## src/rtl/spike_aer_encoder_pkg.sv

```systemverilog
// Shared types and default sizing for the spike AER encoder.
// aer_event_t is the {timestamp, index} word carried on the AER bus.
package spike_aer_encoder_pkg;

    localparam int NR_DEPTH_DEF   = 16;
    localparam int TIME_WIDTH_DEF = 16;
    localparam int FIFO_DEPTH_DEF = 8;
    localparam int IDX_WIDTH_DEF  = $clog2(NR_DEPTH_DEF);

    typedef struct packed {
        logic [TIME_WIDTH_DEF-1:0] timestamp;
        logic [IDX_WIDTH_DEF-1:0]  index;
    } aer_event_t;

endpackage

```

## src/rtl/aer_fifo.sv

```systemverilog
// Synchronous FIFO with a registered head output.
// dout is loaded with the entry that will be at the head after each edge.
module aer_fifo #(
    parameter int WIDTH = 20,
    parameter int DEPTH = 8,
    localparam int AW = $clog2(DEPTH)
) (
    input  logic             clk,
    input  logic             reset,
    input  logic             push,
    input  logic [WIDTH-1:0] din,
    input  logic             pop,
    output logic [WIDTH-1:0] dout,
    output logic             full,
    output logic             empty,
    output logic [AW:0]      level
);

    localparam logic [AW:0] FULL_LEVEL = (AW+1)'(DEPTH);
    localparam logic [AW:0] ONE        = (AW+1)'(1);

    logic [WIDTH-1:0] mem [DEPTH];
    logic [AW-1:0]    rd_ptr;
    logic [AW-1:0]    wr_ptr;
    logic [AW-1:0]    rd_next;
    logic [AW:0]      level_next;
    logic [WIDTH-1:0] head_next;
    logic             do_push;
    logic             do_pop;

    assign empty   = (level == '0);
    assign full    = (level == FULL_LEVEL);
    assign do_pop  = pop && !empty;
    // A full buffer still takes a new entry when the head leaves this cycle.
    assign do_push = push && (!full || do_pop);
    assign rd_next = rd_ptr + AW'(do_pop);

    // Bypass when the new head is the slot being written right now.
    assign head_next = (do_push && (rd_next == wr_ptr)) ? din : mem[rd_next];

    always_comb begin
        level_next = level;
        unique case ({do_push, do_pop})
            2'b10:   level_next = level + ONE;
            2'b01:   level_next = level - ONE;
            default: level_next = level;
        endcase
    end

    always_ff @(posedge clk) begin
        if (do_push) begin
            mem[wr_ptr] <= din;
        end
    end

    always_ff @(posedge clk or negedge reset) begin
        if (!reset) begin
            rd_ptr <= '0;
            wr_ptr <= '0;
            level  <= '0;
            dout   <= '0;
        end else begin
            rd_ptr <= rd_next;
            wr_ptr <= wr_ptr + AW'(do_push);
            level  <= level_next;
            dout   <= (level_next != '0) ? head_next : '0;
        end
    end

endmodule

```

## src/rtl/spike_aer_encoder.sv

```systemverilog
// Stamps neuron spikes with the current timestep and queues them
// as {timestamp, index} words on a valid/ready AER output.
module spike_aer_encoder
    import spike_aer_encoder_pkg::*;
#(
    parameter int NR_DEPTH   = NR_DEPTH_DEF,
    parameter int TIME_WIDTH = TIME_WIDTH_DEF,
    parameter int FIFO_DEPTH = FIFO_DEPTH_DEF,
    localparam int IW = $clog2(NR_DEPTH),
    localparam int LW = $clog2(FIFO_DEPTH) + 1
) (
    input  logic                   clk,
    input  logic                   reset,
    input  logic                   output_occurred,
    input  logic [IW-1:0]          output_index,
    input  logic                   step_done,
    input  logic                   overflow_clr,
    input  logic                   aer_ready,
    output logic                   aer_valid,
    output logic [TIME_WIDTH+IW-1:0] aer_data,
    output logic [TIME_WIDTH-1:0]  time_count,
    output logic [LW-1:0]          fifo_level,
    output logic                   overflow
);

    logic [TIME_WIDTH+IW-1:0] event_word;
    logic                     fifo_full;
    logic                     fifo_empty;
    logic                     drop;

    // The stamp uses the pre-increment count when step_done coincides.
    assign event_word = {time_count, output_index};
    assign aer_valid  = !fifo_empty;
    assign drop       = output_occurred && fifo_full && !aer_ready;

    aer_fifo #(
        .WIDTH (TIME_WIDTH + IW),
        .DEPTH (FIFO_DEPTH)
    ) u_fifo (
        .clk   (clk),
        .reset (reset),
        .push  (output_occurred),
        .din   (event_word),
        .pop   (aer_ready),
        .dout  (aer_data),
        .full  (fifo_full),
        .empty (fifo_empty),
        .level (fifo_level)
    );

    always_ff @(posedge clk or negedge reset) begin
        if (!reset) begin
            time_count <= '0;
        end else if (step_done) begin
            time_count <= time_count + TIME_WIDTH'(1);
        end
    end

    always_ff @(posedge clk or negedge reset) begin
        if (!reset) begin
            overflow <= 1'b0;
        end else if (drop) begin
            overflow <= 1'b1;
        end else if (overflow_clr) begin
            overflow <= 1'b0;
        end
    end

endmodule
```

## config.mk

```make
export PLATFORM = sky130hd
export DESIGN_NAME = spike_aer_encoder
export DESIGN_NICKNAME = d
export VERILOG_FILES = /design/src/rtl/spike_aer_encoder_pkg.sv /design/src/rtl/aer_fifo.sv /design/src/rtl/spike_aer_encoder.sv
export SDC_FILE = /design/constraint.sdc
export NUM_CORES = 1
export LEC_CHECK = 0
export ABC_CLOCK_PERIOD_IN_PS = 4190
export BUFFER_PORTS_ARGS = -buffer_cell sky130_fd_sc_hd__buf_2
export CAP_MARGIN = 20
export CORE_MARGIN = 8
export CORE_UTILIZATION = 60
export CTS_CLUSTER_SIZE = 30
export DETAILED_ROUTE_END_ITERATION = 7
export PLACE_DENSITY = 0.89
export SLEW_MARGIN = 30
export SYNTH_ARGS = -nofsm -noshare
export SYNTH_HDL_FRONTEND = slang
export SYNTH_SLANG_ARGS = --single-unit
export TNS_END_PERCENT = 20
```

## constraint.sdc

```tcl
create_clock -name clk -period 4.19 [get_ports clk]
set_input_delay 0.838 -clock clk [delete_from_list [all_inputs] [get_ports clk]]
set_output_delay 0.838 -clock clk [all_outputs]
set_load 0.01 [all_outputs]
```

==> flow_metrics.tcl <==
set metrics [dict create \
    status "finished clean" \
    port-buffer-count 51 \
    cts_made_buffers 20 \
    multi_input_area_mm2 0.00216 \
    drv_slew 0 \
    rsz0062_at_grt "false" \
    cp_common_cell "buf_4" \
    whs_ns 0.424 \
    min_path_type "input port to asynchronous set/reset pin" \
    syn-cell-area_mm2 0.00821 \
    clk_path_buf_depth 3 \
    areaGrowthSynthToFinish_pct 14.9 \
    setup_viol 0 \
    setup-tns-final_ns 0 \
    vias 4204 \
    layout-drive-gt1-share_pct 35.1 \
    maxCapViolCount 0 \
    p_per_area_mw_per_mm2 810 \
    max-slew-margin-rel_pct 45.9 \
    nets 515 \
    total_leakage_power_nw 3.38 \
    critPathMaxStageDelay_ns 0.50 \
    ys_ff_latch 207 \
    drt.antenna.violating_nets 0 \
    fmax_mhz 320 \
    fp.dieW_um 133 \
    gp_congestion 0.784 \
    core_area_mm2 0.0133 \
    cts_tree "yes" \
    required_ns 4.55 \
    seq_area_mm2 0.00598 \
    ctsHoldBuffers 0 \
    ir_drop_v 0.000418 \
    fin_cells 689 \
    ys.flop_type "edfxtp_1" \
    drc_errors 0 \
    ys.warnings.count 0 \
    crit_cells 10 \
    cts_setup_buffers 0 \
    wirelength_um 16900 \
    first_pass_iters 5 \
    place_ws_ns 1.07 \
    htree_levels 1 \
    critPathLaunchType "flop" \
    rows 42 \
    path_clk_slew_ns 0.07 \
    r2r_cells 10 \
    critical-path-top-delay-family "simple AND/OR/NAND/NOR gates" \
    min_period_over_period_pct 74.7 \
    yosysSeqAreaShare_pct 72.8 \
    die_h_um 133 \
    critPathSlowestCell "dfrtp_1" \
    synth_edf_count 160 \
    cts_resized 0 \
    crit_buf_inv 2 \
    grt_pass1_vias 4529 \
    worstPathCellList "nor4_2, nor2b_1, ha_2, ha_1, buf_4, xor2_1, nor4_4, buf_4, mux2i_1, a21oi_1" \
    cp-end-kind "flop" \
    arrival_ns 3.48 \
    worst_slack_ns 1.06 \
    fin_skew_ns 0.0141 \
    antenna_found_initial 0 \
    finalWorstPathRequiredPeriod_ns 3.13 \
    synth_fp_nets 442 \
    die-area_mm2 0.0177 \
    wire_per_inst_um 24.5 \
    grt_max_degree 31 \
    initial_core_util_pct 61.8 \
    postPlaceCellArea_mm2 0.00880 \
    critPathKind "flop to flop" \
    clk_latency_ns 0.49 \
    yosysUniqueCellTypes 38 \
    worst_pin_slew_ns 0.808 \
    io_pins 52 \
    async_flop_share_pct 22.7 \
    cts-root-buf "clkbuf_16" \
    n_antenna_cell 0 \
    overflow 0 \
    hold_viol_final 0 \
    grtUsageTotal_pct 19.6 \
    path_max_fanout 15 \
    placedCellCount 653 \
    synthCells 426 \
    grt_pass1_wl_um 26300 \
    design_area_mm2 0.00944 \
    first_iter_violations 390 \
    cts_sinks 207 \
    fill_cells 786 \
    dp_hpwl_um 9910 \
    avgSynthCellArea_um2 19.3 \
    vias_per_cell 6.10 \
]
-- area by class of cell --
class | count | share of cell area (%)
flip-flops and latches | 207 | 63.4
well taps | 176 | 2.33
repair buffers | 72 | 4.51
clock inverters | 6 | 0.597
multi-input cells | 193 | 22.9
inverters | 5 | 0.199
clock buffers | 30 | 6.14
-- power by group --
part / switching [mW] / internal [mW]
logic: 1.48 / 1.38
clock network: 0.720 / 1.02
registers: 0.307 / 2.75
total: 2.50 / 5.15
-- path summary, 6_finish.rpt --
path,start,end,slack [ns]
min,reset,u_fifo.dout[3],0.42
max,u_fifo.level[1],u_fifo.dout[4],1.06
max reg2reg,u_fifo.level[1],u_fifo.dout[4],1.06
min reg2reg,overflow,overflow,0.53
min in group clk,overflow,overflow,0.53
max in group asynchronous,reset,time_count[9],2.97
-- cell usage after synthesis (5+ instances only) --
| library cell | instances | area share, % |
|---|---|---|
| a21oi_1 | 22 | 1.3 |
| buf_2 | 5 | 0.30 |
| buf_4 | 6 | 0.55 |
| clkbuf_1 | 8 | 0.37 |
| dfrtp_1 | 47 | 14 |
| edfxtp_1 | 160 | 59 |
| ha_1 | 6 | 0.91 |
| inv_1 | 5 | 0.23 |
| mux2_2 | 22 | 3.0 |
| mux2i_1 | 21 | 2.6 |
| mux4_2 | 40 | 11 |
| nand2_1 | 11 | 0.50 |
| nor2_1 | 12 | 0.55 |
| xnor2_1 | 10 | 1.1 |
| xor2_1 | 13 | 1.4 |
-- kinds of logic (layout without fill, tap and decap cells) --
| logic type | after synthesis | in the layout | synth area share [%] |
|---|---|---|---|
| flops | 207 | 207 | 72.8 |
| fa+ha+maj | 6 | 6 | 0.914 |
| xor+xnor | 24 | 24 | 2.65 |
| compound gates | 29 | 29 | 2.18 |
| buf+inv | 26 | 113 | 1.58 |
| simple gates | 51 | 51 | 3.31 |
| mux | 83 | 83 | 16.5 |
-- layer usage --
layer | track usage, % | up-vias | share of wire, %
li1 | - | 1820 | -
met1 | 24.4 | 2147 | 39
met2 | 31.9 | 193 | 50
met3 | 4.35 | 44 | 7.0
met4 | 9.78 | 0 | 3.2
met5 | 0 | - | 0
-- cells in the final DEF (no fill, tap or decap), drive strengths merged, types with 5 or more instances in the layout --
| master | n |
|---|---|
| xnor2 | 11 |
| mux2 | 22 |
| dfrtp | 47 |
| mux4 | 40 |
| nand2 | 11 |
| inv | 6 |
| nor2 | 12 |
| a21oi | 22 |
| edfxtp | 160 |
| xor2 | 13 |
| mux2i | 21 |
| buf | 72 |
| ha | 6 |
| clkbuf | 30 |
| nor3 | 5 |
-- through the flow --
| step | power, mW | utilization, % |
|---|---|---|
| after global routing | 8.00 | 71.0 |
| after floorplan | 5.05 | - |
| after detailed placement | 5.92 | 66.2 |
| final | 7.65 | 71.0 |
| after CTS | 7.70 | 71.0 |
| after global placement | 5.76 | 66.2 |
-- registers in the layout, summed over array words and instances (netlist names) --
| register | count |
|---|---|
| u_fifo.mem | 160 |
| u_fifo.dout | 20 |
| overflow | 1 |
| time_count | 16 |
| u_fifo.wr_ptr | 3 |
| u_fifo.rd_ptr | 3 |
| u_fifo.level | 4 |
No activity file was read; power rests on OpenSTA's default activity.
